===== src/rtl/spy_event_reader.sv =====
// Readout engine for a frozen spy buffer: finds the newest complete event in the
// event list, checks it against spy-memory wrap-around and streams it out.
module spy_event_reader #(
  parameter int DATAWIDTH = 32,
  parameter int MEMWIDTH  = 6,
  parameter int METAWIDTH = 4
) (
  input  logic                 clock,
  input  logic                 reset,
  input  logic                 freeze,
  input  logic                 start,
  input  logic [MEMWIDTH-1:0]  mem_wptr,
  input  logic [METAWIDTH-1:0] meta_write_addr,
  input  logic                 meta_looped,
  output logic [METAWIDTH-1:0] meta_read_addr,
  output logic                 meta_read_enable,
  input  logic [MEMWIDTH:0]    meta_read_data,
  output logic [MEMWIDTH-1:0]  read_addr,
  output logic                 read_enable,
  input  logic [DATAWIDTH:0]   data_out,
  output logic [DATAWIDTH:0]   out_data,
  output logic                 out_valid,
  input  logic                 out_ready,
  output logic                 out_last,
  output logic                 busy,
  output logic                 done,
  output logic [1:0]           status
);

  typedef enum logic [2:0] {
    IDLE      = 3'd0,
    SCAN_REQ  = 3'd1,
    SCAN_WAIT = 3'd2,
    CHECK     = 3'd3,
    STREAM    = 3'd4,
    DONE      = 3'd5
  } state_t;

  localparam logic [1:0] STATUS_OK      = 2'b00;
  localparam logic [1:0] STATUS_NOEVENT = 2'b01;
  localparam logic [1:0] STATUS_OVWR    = 2'b10;
  localparam logic [1:0] STATUS_ABORT   = 2'b11;

  localparam logic [METAWIDTH-1:0] META_ONE = {{(METAWIDTH-1){1'b0}}, 1'b1};
  localparam logic [MEMWIDTH-1:0]  MEM_ONE  = {{(MEMWIDTH-1){1'b0}}, 1'b1};
  localparam logic [MEMWIDTH:0]    LEN_ONE  = {{MEMWIDTH{1'b0}}, 1'b1};

  state_t                 state_r;
  logic [MEMWIDTH-1:0]    w_r;
  logic [METAWIDTH-1:0]   limit_r;
  logic [METAWIDTH-1:0]   idx_r;
  logic [METAWIDTH-1:0]   scanned_r;
  logic [1:0]             sent_r;
  logic [1:0]             found_r;
  logic [MEMWIDTH-1:0]    end_r;
  logic [MEMWIDTH-1:0]    begin_r;
  logic [MEMWIDTH-1:0]    ptr_r;
  logic [MEMWIDTH:0]      rem_r;
  logic [MEMWIDTH:0]      left_r;
  logic [1:0]             status_r;
  logic [DATAWIDTH:0]     fifo_r [2];
  logic                   rd_r;
  logic                   wr_r;
  logic [1:0]             count_r;
  logic                   inflight_r;

  logic                   sentinel_s;
  logic [MEMWIDTH-1:0]    entry_addr_s;
  logic [METAWIDTH-1:0]   limit_s;
  logic [MEMWIDTH-1:0]    diff_s;
  logic [MEMWIDTH:0]      len_s;
  logic [2:0]             occ_s;
  logic                   pop_s;
  logic                   issue_s;

  // Scan decode, event length and read-issue decision for the output FIFO
  always_comb begin
    sentinel_s   = meta_read_data[MEMWIDTH];
    entry_addr_s = meta_read_data[MEMWIDTH-1:0];
    if (meta_looped) begin
      limit_s = {METAWIDTH{1'b1}};
    end else begin
      limit_s = meta_write_addr;
    end
    diff_s = end_r - begin_r;
    // A zero difference means the event spans the whole spy memory
    if (diff_s == {MEMWIDTH{1'b0}}) begin
      len_s = {1'b1, {MEMWIDTH{1'b0}}};
    end else begin
      len_s = {1'b0, diff_s};
    end
    occ_s = {1'b0, count_r} + {2'b00, inflight_r};
    if ((state_r == STREAM) && (count_r != 2'd0) && out_ready) begin
      pop_s = 1'b1;
    end else begin
      pop_s = 1'b0;
    end
    // Counting this cycle's pop keeps one word per cycle with a 2-deep FIFO
    if ((state_r == STREAM) && (rem_r != {(MEMWIDTH+1){1'b0}})) begin
      if (pop_s) begin
        issue_s = (occ_s < 3'd3);
      end else begin
        issue_s = (occ_s < 3'd2);
      end
    end else begin
      issue_s = 1'b0;
    end
  end

  assign meta_read_addr   = idx_r;
  assign meta_read_enable = (state_r == SCAN_REQ);
  assign read_addr        = ptr_r;
  assign read_enable      = issue_s;
  assign out_valid        = (state_r == STREAM) && (count_r != 2'd0);
  assign out_data         = out_valid ? fifo_r[rd_r] : {(DATAWIDTH+1){1'b0}};
  assign out_last         = out_valid && (left_r == LEN_ONE);
  assign busy             = (state_r != IDLE);
  assign done             = (state_r == DONE);
  assign status           = status_r;

  // Readout state machine, event-list scan registers and output FIFO
  always_ff @(posedge clock or negedge reset) begin
    if (!reset) begin
      state_r    <= IDLE;
      w_r        <= {MEMWIDTH{1'b0}};
      limit_r    <= {METAWIDTH{1'b0}};
      idx_r      <= {METAWIDTH{1'b0}};
      scanned_r  <= {METAWIDTH{1'b0}};
      sent_r     <= 2'd0;
      found_r    <= 2'd0;
      end_r      <= {MEMWIDTH{1'b0}};
      begin_r    <= {MEMWIDTH{1'b0}};
      ptr_r      <= {MEMWIDTH{1'b0}};
      rem_r      <= {(MEMWIDTH+1){1'b0}};
      left_r     <= {(MEMWIDTH+1){1'b0}};
      status_r   <= STATUS_OK;
      fifo_r[0]  <= {(DATAWIDTH+1){1'b0}};
      fifo_r[1]  <= {(DATAWIDTH+1){1'b0}};
      rd_r       <= 1'b0;
      wr_r       <= 1'b0;
      count_r    <= 2'd0;
      inflight_r <= 1'b0;
    end else if ((state_r != IDLE) && (state_r != DONE) && !freeze) begin
      state_r    <= DONE;
      status_r   <= STATUS_ABORT;
      count_r    <= 2'd0;
      inflight_r <= 1'b0;
    end else begin
      case (state_r)
        IDLE: begin
          if (start && freeze) begin
            w_r        <= mem_wptr;
            limit_r    <= limit_s;
            idx_r      <= meta_write_addr - META_ONE;
            scanned_r  <= {METAWIDTH{1'b0}};
            sent_r     <= 2'd0;
            found_r    <= 2'd0;
            rd_r       <= 1'b0;
            wr_r       <= 1'b0;
            count_r    <= 2'd0;
            inflight_r <= 1'b0;
            if (limit_s == {METAWIDTH{1'b0}}) begin
              state_r  <= DONE;
              status_r <= STATUS_NOEVENT;
            end else begin
              state_r  <= SCAN_REQ;
              status_r <= STATUS_OK;
            end
          end
        end
        SCAN_REQ: begin
          state_r <= SCAN_WAIT;
        end
        SCAN_WAIT: begin
          if (!sentinel_s && (found_r == 2'd1)) begin
            begin_r <= entry_addr_s;
            found_r <= 2'd2;
            state_r <= CHECK;
          end else begin
            // Sentinels newer than the newest start-of-event are irrelevant
            if (sentinel_s) begin
              if ((found_r != 2'd0) && (sent_r != 2'd2)) begin
                sent_r <= sent_r + 2'd1;
              end
            end else begin
              end_r   <= entry_addr_s;
              found_r <= 2'd1;
            end
            idx_r     <= idx_r - META_ONE;
            scanned_r <= scanned_r + META_ONE;
            if ((scanned_r + META_ONE) == limit_r) begin
              state_r  <= DONE;
              status_r <= STATUS_NOEVENT;
            end else begin
              state_r <= SCAN_REQ;
            end
          end
        end
        CHECK: begin
          if (sent_r >= 2'd2) begin
            state_r  <= DONE;
            status_r <= STATUS_OVWR;
          end else if ((sent_r == 2'd1) && (begin_r < w_r)) begin
            state_r  <= DONE;
            status_r <= STATUS_OVWR;
          end else begin
            ptr_r   <= begin_r;
            rem_r   <= len_s;
            left_r  <= len_s;
            state_r <= STREAM;
          end
        end
        STREAM: begin
          if (issue_s) begin
            ptr_r <= ptr_r + MEM_ONE;
            rem_r <= rem_r - LEN_ONE;
          end
          inflight_r <= issue_s;
          if (inflight_r) begin
            fifo_r[wr_r] <= data_out;
            wr_r         <= ~wr_r;
          end
          count_r <= count_r + {1'b0, inflight_r} - {1'b0, pop_s};
          if (pop_s) begin
            rd_r   <= ~rd_r;
            left_r <= left_r - LEN_ONE;
            if (left_r == LEN_ONE) begin
              state_r  <= DONE;
              status_r <= STATUS_OK;
            end
          end
        end
        DONE: begin
          state_r <= IDLE;
        end
        default: begin
          state_r <= IDLE;
        end
      endcase
    end
  end

endmodule


===== config.mk =====
export PLATFORM = sky130hd
export DESIGN_NAME = spy_event_reader
export DESIGN_NICKNAME = d
export VERILOG_FILES = /design/src/rtl/spy_event_reader.sv
export SDC_FILE = /design/constraint.sdc
export NUM_CORES = 1
export LEC_CHECK = 0
export ABC_AREA = 1
export CORE_MARGIN = 8
export CORE_UTILIZATION = 50
export CTS_CLUSTER_SIZE = 10
export DETAILED_ROUTE_END_ITERATION = 10
export MAX_ROUTING_LAYER = met4
export PLACE_DENSITY_LB_ADDON = 0.3
export SLEW_MARGIN = 20
export SYNTH_ARGS = -nofsm -noshare
export SYNTH_HDL_FRONTEND = slang
export SYNTH_SLANG_ARGS = --single-unit

===== constraint.sdc =====
create_clock -name clock -period 3.2 [get_ports clock]
set_input_delay 0.32 -clock clock [delete_from_list [all_inputs] [get_ports clock]]
set_output_delay 0.32 -clock clock [all_outputs]
set_load 0.02 [all_outputs]

==> results of run 1 <==
-- registers in the layout, indices dropped and copies added, names as in the netlist --
| name | count |
|---|---|
| state_r | 3 |
| left_r | 7 |
| fifo_r | 66 |
| rd_r | 1 |
| count_r | 2 |
| rem_r | 7 |
| w_r | 6 |
| wr_r | 1 |
| found_r | 2 |
| read_addr | 6 |
| status | 2 |
| inflight_r | 1 |
| scanned_r | 4 |
| sent_r | 2 |
| end_r | 6 |
| limit_r | 4 |
| begin_r | 6 |
| meta_read_addr | 4 |
-- worst max path at each step --
| stage | startpoint | end | slack [ns] |
|---|---|---|---|
| global placement | freeze | fifo_r[55] | 0.69 |
| floorplan | state_r[0] | out_data[10] | 0.96 |
| detailed placement | freeze | fifo_r[50] | 0.65 |
| global route | state_r[0] | read_enable | 0.09 |
| CTS | state_r[0] | read_enable | 0.21 |
| finish | state_r[0] | read_enable | 0.22 |
-- through the flow --
stage,std cells,setup slack (ns),cell area (sq um),hold WS [ns],total power [uW]
2_1_floorplan,950,0.957,7330,0.0244,5470
3_3_place_gp,1211,0.693,8500,0.321,6460
3_5_place_dp,1211,0.645,8500,0.327,6570
4_1_cts,1244,0.215,9140,0.427,8680
5_1_grt,1244,0.0859,9140,0.461,9310
6_report,1244,0.224,9140,0.414,8640
-- cell families after synthesis --
group	Yosys count	synth area share
AO/OA/AOI/OAI	181	0.144
XOR/XNOR	14	0.0167
adder cells (fa/ha/maj)	25	0.0437
buffers and inverters	159	0.0918
flip-flops	130	0.444
AND/OR/NAND/NOR	441	0.261
-- where the power goes --
| part | leakage [uW] | internal, uW | switching [uW] |
|---|---|---|---|
| Sequential | 0.00165 | 2330 | 421 |
| Clock | 0.000299 | 1320 | 728 |
| Combinational | 0.00245 | 1470 | 2370 |
| Total | 0.00441 | 5120 | 3520 |
-- worst max-delay path, stage by stage, from the launching register on --
cell	delay, ns
dfrtp_1	0.42
nor2_2	0.20
nand2_4	0.21
inv_2	0.28
nand3_2	0.13
nand2_1	0.14
and3_1	0.23
clkdlybuf4s50_1	0.63
-- area by class of cell --
cell class              instances  area [sq um]
clock buffers                  19           443
clock inverters                13           184
fillers                      1247          5280
inverters                     122           458
multi-input cells             661          3410
flip-flops and latches        130          3250
well taps                     184           230
repair buffers                115          1170
-- routing by layer --
metal / GRT usage / wire [um]
met1: 0.247 / 8000
met2: 0.320 / 8300
met3: 0.0378 / 986
met4: 0.0676 / 231
met5: - / 0
-- cells in the final DEF (no fill, tap or decap), types with 2 or more instances in the layout --
cell type	n
nand2_4	3
nand3b_1	2
nand3_2	2
a31o_2	2
buf_4	6
nor3_1	3
xor2_1	8
o22ai_1	2
bufinv_16	4
a211oi_1	2
o21ai_2	32
nor2_1	101
nand4_1	9
nand2_2	6
dfrtp_1	129
clkinv_4	2
buf_12	3
xnor2_1	6
ha_1	24
nand3_1	49
or2_2	4
o21ai_1	4
inv_2	5
o21ai_0	90
a21oi_1	45
nor2_4	5
inv_1	116
nand2_1	248
clkinvlp_4	3
clkinv_2	3
clkbuf_16	17
nor2_2	5
clkdlybuf4s50_1	105
==> results.json, run 1 <==
{
  "critPathMaxFanout": 28,
  "cts.reportedPaths.clkPinSlew_ns": 0.06,
  "synth_area_sq_um": 7330,
  "rows": 44,
  "ys_ff_latch": 130,
  "track_usage": 0.199,
  "dr.pass1.iters": 5,
  "synth_nets": 1031,
  "synth.top_cell.area_share": 0.444,
  "synth_area_leaders": "dfrtp_1, nand2_1, o21ai_0",
  "final_core_util": 0.634,
  "async_reset_ff_frac": 1.00,
  "min_path_type": "input pin to asynchronous set/reset pin",
  "timing.rr.end": "fifo_r[51]",
  "grt_max_degree": 84,
  "fin_nets": 1128,
  "skew_ns": 0.00733,
  "seq_area_frac_synth": 0.444,
  "critPathKind": "flop to output pin",
  "h-tree-depth": 4,
  "hold_viol": 0,
  "tritoncts": "yes",
  "area_delta_synth_final_pct": 24.7,
  "syn_avg_cell_area_sq_um": 7.72,
  "die_area_sq_um": 18800,
  "tns_ns": 0,
  "r2r_slack_ns": 0.76,
  "end_kind": "output pin",
  "synth_most_common_cell": "nand2_1",
  "antenna_found_initial": 0,
  "layout-drive-gt1-share": 0.102,
  "grt_pass1_vias": 6232,
  "cts_sinks": 130,
  "synth_flop_cell": "dfrtp_1",
  "clock_latency_ns": 0.42,
  "die_w_um": 137,
  "status": "completed",
  "wire_per_inst_um": 14.1,
  "worstRegToRegCells": 10,
  "coreArea_sq_um": 14400,
  "cts_resized": 0,
  "grt_overflow_total": 0,
  "syn_inst": 950,
  "postRouteAntennaNets": 0,
  "drtIter0Drc": 452,
  "setup_viol": 0,
  "period_minus_slack_ns": 2.98,
  "wl_mm": 17.5,
  "start_util": 0.508,
  "power_density_nw_per_um2": 945,
  "critPathLaunchType": "flop",
  "synth_edf_count": 0,
  "numCtsBuffers": 17,
  "rsz0062_at_grt": "false",
  "p_leak_uw": 0.00441,
  "place.gp.congestion": 0.852,
  "period_share": 0.930,
  "vias_per_cell": 5.16,
  "cts_buffer_depth": 2,
  "fp.dieH_um": 137,
  "yosys.area.top_type": "dfrtp_1",
  "post-dp-hpwl_mm": 12.1,
  "ys_warn_count": 0,
  "slew_headroom": 0.570,
  "crit_arrival_ns": 2.66,
  "maxCapViolCount": 0,
  "worstMarginPinSlew_ns": 0.645,
  "port_buffers": 106,
  "ys_top_cells_by_count": "nand2_1, dfrtp_1, inv_1, nor2_1, o21ai_0",
  "post_cts_buffers": 0,
  "fmax_mhz": 336,
  "insertedDiodeCount": 0,
  "io_pins": 107,
  "grt_first_pass_wirelength_mm": 29.3,
  "peakVddDrop_mv": 0.462,
  "required_ns": 2.88,
  "postCtsHoldBufs": 1,
  "synthDistinctLibCells": 41,
  "route.detailed.drc": 0,
  "vias": 6424,
  "r2r_start": "state_r[0]",
  "root_buffer": "clkbuf_16",
  "drv_slew": 0
}
Power figures use the tool's default switching activity.
==> inputs of run 2 (changes only) <==
CORE_MARGIN = 2   (was 8)
CTS_BUF_LIST = sky130_fd_sc_hd__clkbuf_16   (was not set)
==> results.json, run 2 (synthesis results as in run 1) <==
{
  "coreArea_sq_um": 14400,
  "post_cts_buffers": 0,
  "setup_viol": 0,
  "pwr-share-comb": 0.456,
  "start_util": 0.508,
  "rows": 44,
  "drv_slew": 0,
  "crit_arrival_ns": 2.60,
  "rsz0062_at_grt": "false",
  "cts_buffer_depth": 2,
  "track_usage": 0.233,
  "layout_commonest_cell": "nand2_1",
  "route.detailed.drc": 0,
  "critPathLaunchType": "flop",
  "insertedDiodeCount": 0,
  "area_delta_synth_final_pct": 23.8,
  "worstRegToRegCells": 10,
  "fin_nets": 1127,
  "switching_share": 0.409,
  "end_kind": "output pin",
  "numCtsBuffers": 17,
  "largestRegisters": "fifo_r x66, left_r x7, rem_r x7",
  "power_density_nw_per_um2": 931,
  "io_pins": 107,
  "netSwitchingPower_uw": 3460,
  "layout_setup_ws_ns": 0.279,
  "cts_sinks": 130,
  "maxCapViolCount": 0,
  "largest_reg_flops": 66,
  "grt_first_pass_wirelength_mm": 28.9,
  "vias": 6336,
  "peakVddDrop_mv": 0.504,
  "layout_common_cells": "nand2_1, dfrtp_1, inv_1, clkdlybuf4s50_1, nor2_1",
  "critPathMaxFanout": 28,
  "wl_mm": 16.7,
  "postCtsHoldBufs": 0,
  "vias_per_cell": 5.10,
  "antenna_found_initial": 0,
  "fp.dieH_um": 125,
  "status": "finished, violations left",
  "dp_cells": 1211,
  "hold_viol": 3,
  "grt_pass1_vias": 6120,
  "die_w_um": 125,
  "post-dp-hpwl_mm": 11.4,
  "grt_max_degree": 63,
  "layout-drive-gt1-share": 0.0955,
  "cts_resized": 0,
  "skew_ns": 0.00667,
  "min_path_type": "input pin to asynchronous set/reset pin",
  "period_share": 0.913,
  "root_buffer": "clkbuf_16",
  "power_frac_clock": 0.224,
  "required_ns": 2.88,
  "hold_ws_ns": -0.0120,
  "die_area_sq_um": 15600,
  "tritoncts": "yes",
  "period_minus_slack_ns": 2.92,
  "seq_power_share": 0.320,
  "h-tree-depth": 4,
  "tns_ns": 0,
  "place_ws_ns": 0.679,
  "p_leak_uw": 0.00438,
  "postRouteAntennaNets": 0,
  "port_buffers": 106,
  "grt_overflow_total": 0,
  "p_int_uw": 4990,
  "critPathKind": "flop to output pin",
  "cts.reportedPaths.clkPinSlew_ns": 0.06,
  "worstMarginPinSlew_ns": 0.843,
  "fmax_mhz": 342,
  "slew_headroom": 0.438,
  "wire_per_inst_um": 13.5,
  "violations": "hold timing",
  "largest-register": "fifo_r",
  "drtIter0Drc": 545,
  "dr.pass1.iters": 7,
  "final_cell_count_no_fill": 1242,
  "clock_latency_ns": 0.42,
  "place.gp.congestion": 0.886
}
## run 2: critical path, stage by stage, from the launching register on
cell	delay (ns)
dfrtp_1	0.44
nor2_4	0.20
nand2_8	0.15
inv_2	0.26
nand3_2	0.13
nand2_1	0.14
and3_1	0.23
clkdlybuf4s50_1	0.62
## run 2: worst paths after layout
check | endpoint | slack, ns | startpoint
worst min register to register | end_r[0] | 0.49 | end_r[0]
worst max register to register | fifo_r[47] | 0.89 | state_r[0]
max in group asynchronous | rd_r | 2.41 | reset
worst min-delay path | fifo_r[9] | -0.01 | reset
worst max-delay path | read_enable | 0.28 | state_r[0]
min in group clock | w_r[3] | 0.46 | mem_wptr[3]
## run 2: stage by stage
step / hold WS [ns] / util / power (uW) / area (sq um)
final: -0.0120 / 0.630 / 8450 / 9080
after global placement: 0.461 / 0.589 / 6430 / 8490
after CTS: 0.0177 / 0.629 / 8480 / 9070
after detailed placement: 0.463 / 0.589 / 6530 / 8490
after floorplan: 0.0244 / - / 5470 / 7330
after global routing: 0.0539 / 0.630 / 9200 / 9080
## run 2: area by class of cell
type / count / area, sq um
tap: 184 / 230
timing repair buffer: 114 / 1140
multi-input combinational: 661 / 3420
clock inverter: 14 / 149
fill: 1267 / 5340
inverter: 122 / 458
sequential: 130 / 3250
clock buffer: 17 / 425
## run 2: routing by layer
metal / GRT usage / share of wire
met5: - / 0
met4: 0.0745 / 0.020
met3: 0.0548 / 0.047
met2: 0.371 / 0.47
met1: 0.297 / 0.46
## run 2: power by group through the flow
stage	clock [uW]	sequential, uW	combinational [uW]
floorplan	0	2670	2800
global placement	0	2680	3750
detailed placement	0	2710	3820
CTS	1920	2690	3870
global route	2000	2780	4420
finish	1890	2700	3850
